File: src/rtl/player_r_ctrl.sv
// player_r_ctrl: once-per-frame motion and attack sequencer for the
// right-hand player sprite; buttons are sampled on each rising vsync edge.
module player_r_ctrl #(
    parameter int START_X     = 100,
    parameter int X_MAX       = 845,
    parameter int WALK_STEP   = 2,
    parameter int JUMP_STEP   = 4,
    parameter int JUMP_FRAMES = 16,
    parameter int LUNGE_STEP  = 4,
    parameter int LUNGE_MAX   = 24,
    parameter int LEG_DIV     = 8,
    parameter int SWORD_MID   = 12,
    parameter int SWORD_HIGH  = 24
) (
    input  logic        clk,
    input  logic        reset,
    input  logic        vsync_in,
    input  logic        btn_left,
    input  logic        btn_right,
    input  logic        btn_jump,
    input  logic        btn_attack,
    input  logic        btn_up,
    input  logic        btn_down,
    input  logic        respawn,
    output logic [11:0] RP_x_pos,
    output logic [11:0] RP_y_pos,
    output logic        change_legs,
    output logic [4:0]  sword_pos,
    output logic [11:0] x_sword_pos,
    output logic [2:0]  state
);

    typedef enum logic [2:0] {
        S_IDLE      = 3'd0,
        S_WALK      = 3'd1,
        S_JUMP_UP   = 3'd2,
        S_JUMP_DOWN = 3'd3,
        S_LUNGE_OUT = 3'd4,
        S_LUNGE_IN  = 3'd5
    } state_e;

    localparam logic [11:0] SX   = 12'(START_X);
    localparam logic [11:0] XMAX = 12'(X_MAX);
    localparam logic [11:0] WS   = 12'(WALK_STEP);
    localparam logic [11:0] JS   = 12'(JUMP_STEP);
    localparam logic [7:0]  JF   = 8'(JUMP_FRAMES);
    localparam logic [11:0] LS   = 12'(LUNGE_STEP);
    localparam logic [11:0] LM   = 12'(LUNGE_MAX);
    localparam logic [7:0]  LDM1 = 8'(LEG_DIV - 1);
    localparam logic [4:0]  SMID = 5'(SWORD_MID);
    localparam logic [4:0]  SHI  = 5'(SWORD_HIGH);

    state_e      state_q, state_d;
    logic [11:0] x_q, x_d;
    logic [11:0] y_q, y_d;
    logic [11:0] xs_q, xs_d;
    logic [4:0]  sw_q, sw_d;
    logic        legs_q, legs_d;
    logic [7:0]  leg_cnt_q, leg_cnt_d;
    logic [7:0]  jcnt_q, jcnt_d;
    logic        vsync_q;
    logic        p_atk_q, p_atk_d;
    logic        p_up_q, p_up_d;
    logic        p_dn_q, p_dn_d;

    logic        tick;
    logic        dir_l, dir_r, dir_nz;
    logic        atk_new, up_new, dn_new;
    logic [11:0] x_mv;
    logic [4:0]  sw_step;

    // Frame tick, direction decode, press edges and the clamped walk step.
    always_comb begin
        tick    = vsync_in & ~vsync_q;
        dir_l   = btn_left & ~btn_right;
        dir_r   = btn_right & ~btn_left;
        dir_nz  = dir_l | dir_r;
        atk_new = btn_attack & ~p_atk_q;
        up_new  = btn_up & ~p_up_q;
        dn_new  = btn_down & ~p_dn_q;
        x_mv    = x_q;
        if (dir_l) begin
            x_mv = (x_q >= XMAX - WS) ? XMAX : x_q + WS;
        end else if (dir_r) begin
            x_mv = (x_q <= WS) ? 12'd0 : x_q - WS;
        end
        sw_step = sw_q;
        unique case (1'b1)
            up_new & ~dn_new: sw_step = (sw_q == 5'd0) ? SMID : SHI;
            dn_new & ~up_new: sw_step = (sw_q == SHI) ? SMID : 5'd0;
            default:          sw_step = sw_q;
        endcase
    end

    // Next-state logic: respawn overrides everything, otherwise act on a tick.
    always_comb begin
        state_d   = state_q;
        x_d       = x_q;
        y_d       = y_q;
        xs_d      = xs_q;
        sw_d      = sw_q;
        legs_d    = legs_q;
        leg_cnt_d = leg_cnt_q;
        jcnt_d    = jcnt_q;
        p_atk_d   = p_atk_q;
        p_up_d    = p_up_q;
        p_dn_d    = p_dn_q;
        if (respawn) begin
            state_d   = S_IDLE;
            x_d       = SX;
            y_d       = 12'd0;
            xs_d      = 12'd0;
            sw_d      = 5'd0;
            legs_d    = 1'b0;
            leg_cnt_d = 8'd0;
            jcnt_d    = 8'd0;
            p_atk_d   = btn_attack;
            p_up_d    = btn_up;
            p_dn_d    = btn_down;
        end else if (tick) begin
            p_atk_d = btn_attack;
            p_up_d  = btn_up;
            p_dn_d  = btn_down;
            if (state_q != S_LUNGE_OUT && state_q != S_LUNGE_IN) begin
                sw_d = sw_step;
            end
            unique case (state_q)
                S_IDLE, S_WALK: begin
                    legs_d    = 1'b0;
                    leg_cnt_d = 8'd0;
                    if (btn_jump) begin
                        state_d = S_JUMP_UP;
                        jcnt_d  = 8'd0;
                    end else if (atk_new) begin
                        state_d = S_LUNGE_OUT;
                    end else if (dir_nz) begin
                        state_d = S_WALK;
                        x_d     = x_mv;
                        if (leg_cnt_q == LDM1) begin
                            leg_cnt_d = 8'd0;
                            legs_d    = ~legs_q;
                        end else begin
                            leg_cnt_d = leg_cnt_q + 8'd1;
                            legs_d    = legs_q;
                        end
                    end else begin
                        state_d = S_IDLE;
                    end
                end
                S_JUMP_UP: begin
                    y_d    = y_q + JS;
                    x_d    = x_mv;
                    jcnt_d = jcnt_q + 8'd1;
                    if (jcnt_q + 8'd1 == JF) begin
                        state_d = S_JUMP_DOWN;
                        jcnt_d  = 8'd0;
                    end
                end
                S_JUMP_DOWN: begin
                    y_d = (y_q > JS) ? y_q - JS : 12'd0;
                    x_d = x_mv;
                    if (y_q <= JS) begin
                        state_d = dir_nz ? S_WALK : S_IDLE;
                    end
                end
                S_LUNGE_OUT: begin
                    xs_d = xs_q + LS;
                    if (xs_q + LS == LM) begin
                        state_d = S_LUNGE_IN;
                    end
                end
                S_LUNGE_IN: begin
                    xs_d = (xs_q > LS) ? xs_q - LS : 12'd0;
                    if (xs_q <= LS) begin
                        state_d = S_IDLE;
                    end
                end
                default: begin
                    state_d = S_IDLE;
                end
            endcase
        end
    end

    // State and output registers; reset aborts any motion in progress.
    always_ff @(posedge clk or posedge reset) begin
        if (reset) begin
            state_q   <= S_IDLE;
            x_q       <= SX;
            y_q       <= 12'd0;
            xs_q      <= 12'd0;
            sw_q      <= 5'd0;
            legs_q    <= 1'b0;
            leg_cnt_q <= 8'd0;
            jcnt_q    <= 8'd0;
            vsync_q   <= 1'b0;
            p_atk_q   <= 1'b0;
            p_up_q    <= 1'b0;
            p_dn_q    <= 1'b0;
        end else begin
            state_q   <= state_d;
            x_q       <= x_d;
            y_q       <= y_d;
            xs_q      <= xs_d;
            sw_q      <= sw_d;
            legs_q    <= legs_d;
            leg_cnt_q <= leg_cnt_d;
            jcnt_q    <= jcnt_d;
            vsync_q   <= vsync_in;
            p_atk_q   <= p_atk_d;
            p_up_q    <= p_up_d;
            p_dn_q    <= p_dn_d;
        end
    end

    assign RP_x_pos    = x_q;
    assign RP_y_pos    = y_q;
    assign change_legs = legs_q;
    assign sword_pos   = sw_q;
    assign x_sword_pos = xs_q;
    assign state       = state_q;

endmodule

File: config.mk
export PLATFORM = sky130hd
export DESIGN_NAME = player_r_ctrl
export DESIGN_NICKNAME = d
export VERILOG_FILES = /design/src/rtl/player_r_ctrl.sv
export SDC_FILE = /design/constraint.sdc
export NUM_CORES = 1
export LEC_CHECK = 0
export CAP_MARGIN = 5
export CORE_MARGIN = 2
export CORE_UTILIZATION = 56
export CTS_CLUSTER_SIZE = 30
export DETAILED_ROUTE_END_ITERATION = 8
export HOLD_SLACK_MARGIN = 0.15
export PLACE_DENSITY = 0.77
export SYNTH_ARGS = -nofsm -noshare
export SYNTH_HDL_FRONTEND = slang
export SYNTH_SLANG_ARGS = --single-unit
export TNS_END_PERCENT = 20
File: constraint.sdc
create_clock -name clk -period 3.6 [get_ports clk]
set_clock_uncertainty 0.15 [all_clocks]
set_input_delay 0.9 -clock clk [delete_from_list [all_inputs] [get_ports clk]]
set_output_delay 0.9 -clock clk [all_outputs]
set_load 0.01 [all_outputs]
==> results.json <==
{
  "path_buf_inv": 3,
  "overflow": 0,
  "final.setup.tns_ns": 0,
  "htreeDepth": 3,
  "worst_slew_pin_slew_ns": 0.762,
  "netlist_area_um2": 4150,
  "row_count": 31,
  "core_um2": 7210,
  "synth_area_per_cell_um2": 8.13,
  "ant_nets": 0,
  "via_per_inst": 6.22,
  "async_flop_share": 1.00,
  "clock_latency_ns": 0.34,
  "dr.pass1.iters": 5,
  "hold_buffers": 0,
  "setup_viol": 0,
  "slew_headroom": 0.491,
  "grt_pass1_vias": 3834,
  "initial_utilization": 0.576,
  "grt_pass1_wl_um": 18300,
  "path_delay_family": "buffers and inverters",
  "stdcell_count": 661,
  "die-width_um": 90.1,
  "cts.clk_slew.worst_paths_ns": 0.07,
  "p_leak_nw": 2.02,
  "synth_adder_area_share": 0.0392,
  "r2r_slack_ns": 0.67,
  "yosys_warnings": 0,
  "numCtsBuffers": 9,
  "cts_tree": "done",
  "routedWlPerCell_um": 16.2,
  "ys_seq_area_frac": 0.356,
  "syn-instance-count": 511,
  "crit_type": "primary input to register",
  "synth_compound_area_frac": 0.254,
  "die_h_um": 90.1,
  "synth_edf_count": 0,
  "min_period_ns": 3.20,
  "cts_sinks": 59,
  "end_kind": "register",
  "cts_setup_buffers": 0,
  "synth_xor_xnor_area_share": 0.0295,
  "nets": 580,
  "synthFlopType": "dfrtp_1",
  "io_buffers": 48,
  "cts_max_path_buffers": 2,
  "path_common_cell": "o21ai_0",
  "final_util": 0.683,
  "drc": 0,
  "finalCritPeriodShare": 0.889,
  "slew_viol_final": 0,
  "cp-start-kind": "primary input",
  "worst_hold_path_type": "register to register",
  "grt_setup_unrepaired": "no",
  "hold_viol": 0,
  "cp.arrival_ns": 3.27,
  "p_per_area_nw_per_um2": 344,
  "areaGrowthSynthToFinish_pct": 18.7,
  "vias": 4113,
  "die_area_um2": 8120,
  "synth_top_family_by_area": "compound AO/OA/AOI/OAI gates",
  "yosys.area_share.simple": 0.249,
  "antenna_found_initial": 0,
  "routed_wl_um": 10700,
  "slowest_delay_ns": 0.62,
  "drt_iter0_markers": 242,
  "synthMuxAreaShare": 0.0226,
  "max_freq_ghz": 0.312,
  "synth_cell_types": 67,
  "cp_data_required_time_ns": 3.67,
  "peakVddDrop_v": 0.000280,
  "ys_ff_latch": 59,
  "grtUsageTotal": 0.273,
  "final_common_cell": "o21ai_0",
  "drive_above_1_share": 0.0801,
  "place_inst": 645,
  "path_max_fanout": 13,
  "grt_max_degree": 28,
  "path_cells": "clkdlybuf4s50_1 > inv_1 > ha_1 > nor2_1 > or4b_2 > a2bb2oi_1 > buf_4 > o21ai_0 > o21ai_0 > o31ai_1",
  "antenna_cells": 0,
  "cts_resized": 0,
  "hpwlAfterDp_um": 7520,
  "max_cap_violations": 0,
  "status": "finished clean",
  "io_pins": 55,
  "slowest_stage": "or4b_2",
  "gp_congestion": 0.961,
  "final_cell_mix": "o21ai_0 (66), dfrtp_1 (56), clkdlybuf4s50_1 (48), nand2_1 (43), nor2_1 (42)",
  "cts_root_buf": "clkbuf_8"
}
[synth_stat cells (all sizes together), types with 7 or more instances]
library cell / count / area [um2]
nor2b: 11 / 68.8
dfrtp: 56 / 1400
nand3: 18 / 90.1
nand4: 9 / 56.3
a31oi: 11 / 68.8
inv: 16 / 60.1
a21oi: 22 / 110
clkbuf: 24 / 90.1
nor2: 42 / 158
ha: 13 / 163
xor2: 9 / 78.8
and3: 9 / 56.3
or3: 7 / 43.8
buf: 7 / 48.8
nand2b: 14 / 87.6
o21ai: 68 / 340
nor3: 20 / 100
nand2: 43 / 161
o211ai: 7 / 52.6
o31ai: 8 / 60.1
[sequential cells by signal (all words and copies together), names as in the netlist]
signal / flops
RP_x_pos: 12
RP_y_pos: 10
x_sword_pos: 10
jcnt_q: 8
leg_cnt_q: 8
state: 3
sword_pos: 3
change_legs: 1
p_atk_q: 1
p_dn_q: 1
p_up_q: 1
vsync_q: 1
[worst paths after layout]
| kind | from | endpoint | depth (start not counted) |
|---|---|---|---|
| worst max-delay path | btn_left | RP_x_pos[4]$_DFFE_PP0P_ | 10 |
| worst min register to register | change_legs$_DFFE_PP0P_ | change_legs$_DFFE_PP0P_ | 1 |
| min in group asynchronous | reset | RP_x_pos[9]$_DFFE_PP0P_ | 2 |
| max in group asynchronous | reset | x_sword_pos[11]$_DFFE_PP0P_ | 3 |
| worst min-delay path | change_legs$_DFFE_PP0P_ | change_legs$_DFFE_PP0P_ | 1 |
| worst max register to register | jcnt_q[0]$_DFFE_PP0P_ | state[1]$_DFFE_PP0P_ | 7 |
[area by class of cell]
class / instances / area, um2
clock buffers: 9 / 124
clock inverters: 7 / 68.8
fillers: 634 / 2290
repair buffers: 61 / 578
flip-flops and latches: 59 / 1480
multi-input cells: 409 / 2490
well taps: 99 / 124
inverters: 17 / 63.8
[layer usage]
layer	wire length, um	part of all wire	global-route usage
met5	0	0	0
met4	142	0.013	0.104
met3	681	0.064	0.0553
met2	4860	0.45	0.410
met1	5020	0.47	0.390
[cell families after synthesis]
family,count (synthesis)
AOI/OAI and AO/OA,166
xor gates and xnor gates,14
adders and majority gates,13
buffers and inverters,48
DFF,59
muxes,9
other,1
and+or+nand+nor,201
[power by group]
| part | switching (mW) | internal, mW |
|---|---|---|
| logic | 0.171 | 0.144 |
| registers | 0.0661 | 0.702 |
| clock network | 0.297 | 0.317 |
[per-stage QoR]
stage | hold slack (ns) | worst slack [ns] | power (mW) | cell area [um2]
after floorplan | 0.318 | 0.618 | 0.964 | 4170
after global placement | 0.333 | 0.176 | 1.08 | 4730
after detailed placement | 0.327 | 0.0850 | 1.09 | 4730
after CTS | 0.341 | 0.413 | 1.69 | 4930
after global routing | 0.374 | 0.198 | 1.77 | 4930
final | 0.345 | 0.399 | 1.70 | 4930
Note: power is estimated with default switching activity, not from simulation.
